<file path="src/rtl/msp430_arb_pkg.sv">
// Shared types and widths for the MSP430 memory backbone arbiter.
package msp430_arb_pkg;

   localparam int unsigned ADDR_W = 15;
   localparam int unsigned DATA_W = 16;
   localparam int unsigned WE_W   = 2;

   typedef enum logic [1:0] {NONE, DBG, EU, DMA} owner_t;
   typedef enum logic       {IDLE, DMA_LOCK}      state_t;

endpackage

</file>
<file path="src/rtl/msp430_arb_sat_cnt.sv">
// Saturating up-counter with synchronous clear; clear and increment together load 1.
module msp430_arb_sat_cnt #(
   parameter int unsigned MAX = 8,
   parameter int unsigned W   = $clog2(MAX + 1)
) (
   input  logic         mclk,
   input  logic         puc_rst,
   input  logic         clr,
   input  logic         inc,
   output logic [W-1:0] cnt
);

   logic [W-1:0] base;

   always_comb base = clr ? '0 : cnt;

   // NOTE: sequential state is assigned with <= so every flop samples pre-edge values.
   always_ff @(posedge mclk or posedge puc_rst) begin
      if (puc_rst)                        cnt <= '0;
      else if (inc && (base != W'(MAX)))  cnt <= base + W'(1);
      else                                cnt <= base;
   end

endmodule

</file>
<file path="src/rtl/msp430_mem_arbiter.sv">
// Arbitrates the single memory backbone between debug unit, execution unit and DMA.
import msp430_arb_pkg::*;

module msp430_mem_arbiter #(
   parameter int unsigned STARVE_LIMIT = 8,
   parameter int unsigned MAX_BURST    = 4
) (
   input  logic              mclk,
   input  logic              puc_rst,
   input  logic              dbg_mem_en,
   input  logic [ADDR_W-1:0] dbg_mem_addr,
   input  logic [WE_W-1:0]   dbg_mem_wr,
   input  logic [DATA_W-1:0] dbg_mem_dout,
   output logic [DATA_W-1:0] dbg_mem_din,
   input  logic              eu_mb_en,
   input  logic [ADDR_W-1:0] eu_mab,
   input  logic [WE_W-1:0]   eu_mb_wr,
   input  logic [DATA_W-1:0] eu_mdb_out,
   output logic [DATA_W-1:0] eu_mdb_in,
   output logic              eu_wait,
   input  logic              dma_req,
   input  logic [ADDR_W-1:0] dma_addr,
   input  logic [WE_W-1:0]   dma_wr,
   input  logic [DATA_W-1:0] dma_dout,
   input  logic              dma_lock,
   input  logic              dma_prio,
   output logic              dma_gnt,
   output logic [DATA_W-1:0] dma_din,
   output logic              dma_resp,
   output logic [ADDR_W-1:0] mab,
   output logic              mb_en,
   output logic [WE_W-1:0]   mb_wr,
   output logic [DATA_W-1:0] mdb_out,
   input  logic [DATA_W-1:0] mdb_in
);

   localparam int unsigned SW = $clog2(STARVE_LIMIT + 1);
   localparam int unsigned BW = $clog2(MAX_BURST + 1);

   state_t        state, state_nxt;
   owner_t        owner, rd_owner;
   logic [SW-1:0] starve_cnt;
   logic [BW-1:0] beat_cnt;
   logic          last_beat;

   // NOTE: every always_comb output gets a default first so no path can infer a latch.
   always_comb begin
      owner     = NONE;
      state_nxt = state;
      last_beat = (beat_cnt == BW'(MAX_BURST - 1));

      // Grants are masked during reset so outputs show reset values while inputs are still active.
      if (puc_rst)                owner = NONE;
      else if (dbg_mem_en)        owner = DBG;
      else if (state == DMA_LOCK) owner = dma_req ? DMA : NONE;
      else if (dma_req && (dma_prio || (starve_cnt == SW'(STARVE_LIMIT)) || !eu_mb_en))
                                  owner = DMA;
      else if (eu_mb_en)          owner = EU;

      case (state)
         IDLE:     if ((owner == DMA) && dma_lock && (MAX_BURST > 1)) state_nxt = DMA_LOCK;
         DMA_LOCK: if (!dma_req || !dma_lock || dbg_mem_en || last_beat) state_nxt = IDLE;
         default:  state_nxt = IDLE;
      endcase
   end

   always_ff @(posedge mclk or posedge puc_rst) begin
      if (puc_rst) state <= IDLE;
      else         state <= state_nxt;
   end

   msp430_arb_sat_cnt #(.MAX(STARVE_LIMIT)) u_starve_cnt (
      .mclk    (mclk),
      .puc_rst (puc_rst),
      .clr     (!dma_req || dma_gnt),
      .inc     (dma_req && !dma_gnt),
      .cnt     (starve_cnt)
   );

   // Entering a burst loads 1; any cycle that ends or stays outside a burst clears it.
   msp430_arb_sat_cnt #(.MAX(MAX_BURST)) u_beat_cnt (
      .mclk    (mclk),
      .puc_rst (puc_rst),
      .clr     ((state == IDLE) || (state_nxt == IDLE)),
      .inc     ((owner == DMA) && (state_nxt == DMA_LOCK)),
      .cnt     (beat_cnt)
   );

   always_comb begin
      mab     = '0;
      mb_wr   = '0;
      mdb_out = '0;
      case (owner)
         DBG:     begin mab = dbg_mem_addr; mb_wr = dbg_mem_wr; mdb_out = dbg_mem_dout; end
         EU:      begin mab = eu_mab;       mb_wr = eu_mb_wr;   mdb_out = eu_mdb_out;   end
         DMA:     begin mab = dma_addr;     mb_wr = dma_wr;     mdb_out = dma_dout;     end
         default: ;
      endcase
   end

   assign mb_en   = (owner != NONE);
   assign dma_gnt = (owner == DMA);
   assign eu_wait = eu_mb_en && (owner != EU);

   always_ff @(posedge mclk or posedge puc_rst) begin
      if (puc_rst)                    rd_owner <= NONE;
      else if (mb_en && (mb_wr == '0)) rd_owner <= owner;
      else                            rd_owner <= NONE;
   end

   assign dma_resp    = (rd_owner == DMA);
   assign dma_din     = mdb_in;
   assign eu_mdb_in   = mdb_in;
   assign dbg_mem_din = mdb_in;

endmodule

</file>
<file path="config.mk">
export PLATFORM = sky130hd
export DESIGN_NAME = msp430_mem_arbiter
export DESIGN_NICKNAME = d
export VERILOG_FILES = /design/src/rtl/msp430_arb_pkg.sv /design/src/rtl/msp430_arb_sat_cnt.sv /design/src/rtl/msp430_mem_arbiter.sv
export SDC_FILE = /design/constraint.sdc
export NUM_CORES = 1
export LEC_CHECK = 0
export CORE_AREA = 10 10 80 99
export DETAILED_ROUTE_END_ITERATION = 7
export DIE_AREA = 0 0 90 109
export HOLD_SLACK_MARGIN = 0.15
export PLACE_DENSITY = 0.87
export SYNTH_ARGS = -nofsm -noshare
export SYNTH_HDL_FRONTEND = slang
export SYNTH_HIERARCHICAL = 1
export SYNTH_SLANG_ARGS = --single-unit
</file>
<file path="constraint.sdc">
create_clock -name mclk -period 3.7 [get_ports mclk]
set_clock_uncertainty 0.15 [all_clocks]
set_input_delay 0.74 -clock mclk [delete_from_list [all_inputs] [get_ports mclk]]
set_output_delay 0.74 -clock mclk [all_outputs]
set_load 0.02 [all_outputs]
</file>
# Word-level counts from Yosys, hierarchy flattened
# Cells that the tools add are included.
# op_classes
addsub,2
n_eq_ne,9
mux,17
n_bitwise,2
n_reduce_logical,21
# op_table
cell,count
16-bit case mux with 3 select lines,1
15-bit case mux with 3 select lines,1
2-bit two-way mux,7
1-bit logical AND,8
4-bit two-way mux,2
1-bit logical OR,7
"2-bit equality test, second input constant",3
3-bit two-way mux,2
2-bit case mux with 3 select lines,1
"4-bit by 1-bit adder with 4-bit output, second input constant",1
"4-bit equality test, second input constant",1
1-bit logical NOT,4
"4-bit inequality test, second input constant",1
"3-bit by 1-bit adder with 3-bit output, second input constant",1
"3-bit by 2-bit equality test with 1-bit output, second input constant",1
"3-bit inequality test, second input constant",1
"2-bit by 1-bit equality test with 1-bit output, second input constant",1
2-bit logical NOT,1
1-bit two-way mux,2
"2-bit inequality test, second input constant",1
1-bit inverter,2
1-bit case mux with 2 select lines,1
2-bit nonzero test,1
# totals
register_bits,10
inputBits,122
elab_cells,55

# Depth between registers and ports, before layout
# logic_depth
depth_word,18
mapped_depth,9
ltp_nobuf,9

# By module
# Netlist, hierarchy kept.
# by_module_without_submodules
mod,instances,cells_per_inst,area_per_inst_um2,seq_area_each_um2
msp430_mem_arbiter,1,164,1265.0,75.1
msp430_arb_sat_cnt at u_starve_cnt,1,25,247.7,100.1
msp430_arb_sat_cnt at u_beat_cnt,1,19,196.4,75.1

# Least setup slack after synthesis
# No wires, ideal clock.
# synth_timing
path_kind,input to output
from,input dma_prio
to,output mb_wr[0]
arrival_time_ns,2.037
required_time_ns,2.810
slack_ns,0.773
cell_stages,4
path_buffers,0
cell_sequence,or3b_4 o21ai_1 mux2i_1 o21ai_0
# synth_between
elab_chain_cells,9
word_cells_on_any_way,11
# synth_rtl
item,line,text
start: declaration,msp430_mem_arbiter.sv:26,"input logic dma_prio,"
1-bit logical OR * (2 in a row),msp430_mem_arbiter.sv:56,else if (dma_req && (dma_prio || (starve_cnt == SW'(STARVE_LIMIT)) || !eu_mb_en))
1-bit logical AND *,msp430_mem_arbiter.sv:56,
2-bit two-way mux *,msp430_mem_arbiter.sv:56,
2-bit two-way mux *,msp430_mem_arbiter.sv:55,else if (state == DMA_LOCK) owner = dma_req ? DMA : NONE;
2-bit two-way mux *,msp430_mem_arbiter.sv:54,else if (dbg_mem_en) owner = DBG;
2-bit two-way mux *,msp430_mem_arbiter.sv:53,if (puc_rst) owner = NONE;
2-bit equality test / 2-bit by 1-bit equality test with 1-bit output (equally long branches),msp430_mem_arbiter.sv:93,case (owner)
2-bit case mux with 3 select lines *,msp430_mem_arbiter.sv:93,
end: declaration,msp430_mem_arbiter.sv:32,"output logic [WE_W-1:0] mb_wr,"
# Mark *: on every way between the ends. The rest lies on a longest branch, timed or not.

# Worst setup path in the final report
# layout_timing
from,input eu_mb_en
to,output mdb_out[12]
# layout_between
elab_chain_cells,9
word_cells_on_any_way,12
# layout_rtl
item,line,text
start: declaration,msp430_mem_arbiter.sv:15,"input logic eu_mb_en,"
1-bit logical NOT,msp430_mem_arbiter.sv:56,
1-bit logical OR,msp430_mem_arbiter.sv:56,
1-bit logical AND,msp430_mem_arbiter.sv:56,
2-bit two-way mux *,msp430_mem_arbiter.sv:56,
2-bit two-way mux *,msp430_mem_arbiter.sv:55,
2-bit two-way mux *,msp430_mem_arbiter.sv:54,
2-bit two-way mux *,msp430_mem_arbiter.sv:53,
2-bit equality test / 2-bit by 1-bit equality test with 1-bit output (equally long branches),msp430_mem_arbiter.sv:93,
16-bit case mux with 3 select lines *,msp430_mem_arbiter.sv:93,
end: declaration,msp430_mem_arbiter.sv:33,"output logic [DATA_W-1:0] mdb_out,"
# Marks and branches as above.

==> qor.txt <==
Status -> finished, final reports clean
Worst r2r src -> state
Synth Register Bits -> 10
Initial DRC Count -> 89
Pwr Density -> 187 nW/um2
Post-Syn Area per Cell -> 8.22 um2
WP data required -> 2810 ps
Crit-path max FO -> 16
Worst EP arrival -> 2740 ps
Largest net degree at the start of global routing -> 35
Grt total ovfl -> 0
Cells after Synth -> 208
Cell Rows -> 32
Synth warnings -> 6
Number of flops mapped to enable cells by yosys -> 0
First-pass GRT wire length -> 11500 um
Pwr Total -> 0.553 mW
Final Slew Violations -> 0
Fin crit share -> 0.980
Clk sink count -> 10
Reg-to-reg critical path endpoint -> u_starve_cnt/cnt[1]
Most used DFF post-synth -> dfrtp_1
Total number of vias -> 1912
Leakage power -> 1.28 nW
Ant diodes -> 0
HP Start -> u_starve_cnt/cnt[3]
Max VDD drop -> 0.203 mV
Antenna viol nets, final -> 0
Most frequent cells in the layout -> 109 x clkdlybuf4s50_1, 34 x and2_1, 28 x a221o_1, 19 x dlygate4sd2_1, 10 x dfrtp_1
Max Cap Viol -> 0
Setup TNS -> 0 ps
Total global-route track usage -> 0.147
Nets@finish -> 430
Worst-Margin Slew -> 329 ps
Hold Crit Depth -> 2
DRC viols -> 0
Critical Path Sink Type -> output port
Final hold slack -> 490 ps
Worst r2r path cells -> 10
PnR worst setup slack -> 73.1 ps
Vias per cell -> 4.92
Yosys top cell area share -> 0.211
Worst-Skew Late Latency -> 240 ps
Starting density of the core -> 0.283
Full die area -> 9810 um2
Unrepaired setup endpoints after global routing -> false
Hold Path End -> u_starve_cnt/cnt[3]
HP Class -> flop to flop
Clock transition at path regs -> 40 ps
Dpl hpwl -> 6680 um
Netlist cell types -> 41
Synth area leader -> buf_4
Share of post-route cells with drive strength above 1 -> 0.102
Gpl congestion -> 0.921
Final Hold Vio Count -> 0
Pre-CTS worst setup slack -> -180 ps
Synthesis-to-layout area growth -> 72.5%
Sequential share of the synthesized area -> 0.146
Final setup viols -> 0
CTS Buffer Depth -> 2
Fmax -> 276 MHz
CTS tree -> built
Vert. Die Dim -> 109 um
Root Driver -> clkbuf_8
Initial antenna violation count -> 1
H-tree Lvls -> 1
Post-Synthesis Cell Area -> 1710 um2
Chip Width -> 90 um
Post-CTS Setup Inserts -> 0
Critical path startpoint category -> input pin
Core Area -> 6050 um2
Slew margin rel. -> 0.780
R2R Setup Slk -> 1180 ps
Vias in the first global route -> 1916
WS Path Type -> input pin to output port
Ports -> 207
Post-synthesis async set-or-reset flop share -> 1.00
Commonest non-fill, non-tap cell in the layout -> clkdlybuf4s50_1
I/O Buffers -> 142
Final WL -> 7980 um
Syn nets -> 333
Top post-synthesis cells by area -> buf_4 21%, a221o_1 16%, dfrtp_1 15%
Num CTS Buffers -> 3
Avg WL per Cell -> 20.5 um
Crit path time final -> 3630 ps
Drt pass-1 iters -> 4
[report_power, final]
| group | total, mW | leakage [nW] | internal, mW | switching (mW) |
|---|---|---|---|---|
| logic | 0.293 | 1.12 | 0.176 | 0.117 |
| registers | 0.121 | 0.136 | 0.115 | 0.00627 |
| clock network | 0.139 | 0.0288 | 0.0937 | 0.0453 |
| total | 0.553 | 1.28 | 0.385 | 0.168 |
[metrics by stage]
stage	util	cell area [um2]	instances
after floorplan	-	1710	208
after global placement	0.481	2910	385
after detailed placement	0.481	2910	385
after CTS	0.484	2930	389
after global routing	0.488	2950	389
final	0.488	2950	389
[repair_timing]
item                                    CTS  global route
pin swaps                                 0             0
resized for setup                        28            13
endpoints found under the setup margin   28            20
hold buffers                              0             0
[synthesized netlist by cell type (3+ instances only)]
cell type	count
buf_4	48
nand2_1	9
mux2i_1	4
o21ai_0	6
nand2b_1	4
nor2_1	8
inv_1	7
a221o_1	28
buf_6	4
a221o_2	3
dfrtp_1	10
ha_1	3
nor2b_1	4
clkbuf_1	4
and2_1	34
[logic make-up (layout without fill, tap and decap cells)]
logic type,count (synthesis),in the layout,share of synthesized area
flip-flops,10,10,0.146
XOR/XNOR,2,2,0.0103
buffers and inverters,67,163,0.272
AND/OR/NAND/NOR,73,73,0.258
multiplexers,4,4,0.0234
AO/OA/AOI/OAI,49,49,0.268
adder cells (fa/ha/maj),3,3,0.0220
[state kept, by name, indices dropped and copies added, names as in the netlist]
| register | count |
|---|---|
| u_starve_cnt/cnt | 4 |
| state | 1 |
| rd_owner | 2 |
| u_beat_cnt/cnt | 3 |
[worst max-delay path by stage]
| stage | from | to | slack, ps | cells past startpoint |
|---|---|---|---|---|
| 3_3_place_gp | eu_mb_en | mab[4] | -150 | 7 |
| 4_1_cts | eu_mb_en | mb_wr[1] | 8 | 7 |
| 6_report | eu_mb_en | mdb_out[12] | 70 | 7 |
| 2_1_floorplan | dma_prio | mb_wr[0] | 770 | 4 |
| 3_5_place_dp | eu_mb_en | mdb_out[12] | -180 | 7 |
| 5_1_grt | eu_mb_en | mab[7] | 0.2 | 7 |
[worst max-delay path, stage by stage]
cell             delay [ps]
clkdlybuf4s50_1         480
or3b_4                  400
o211ai_4                180
inv_2                    90
buf_12                  150
a221o_1                 350
clkdlybuf4s15_1         330
[layout make-up]
class                      instances  area, um2
tap                               85        106
timing repair buffer             150       1500
fill                             561       3100
inverter                           9       33.8
sequential                        10        250
multi-input combinational        131       1000
clock buffer                       4       55.1
[routing by layer]
metal | GRT usage | up-vias | wire (um)
met4 | 0.0513 | 2 | 156
met1 | 0.159 | 854 | 2920
li1 | - | 891 | -
met5 | 0 | - | 13
met2 | 0.249 | 139 | 3850
met3 | 0.0695 | 26 | 1040
Power figures use the tool's default switching activity.
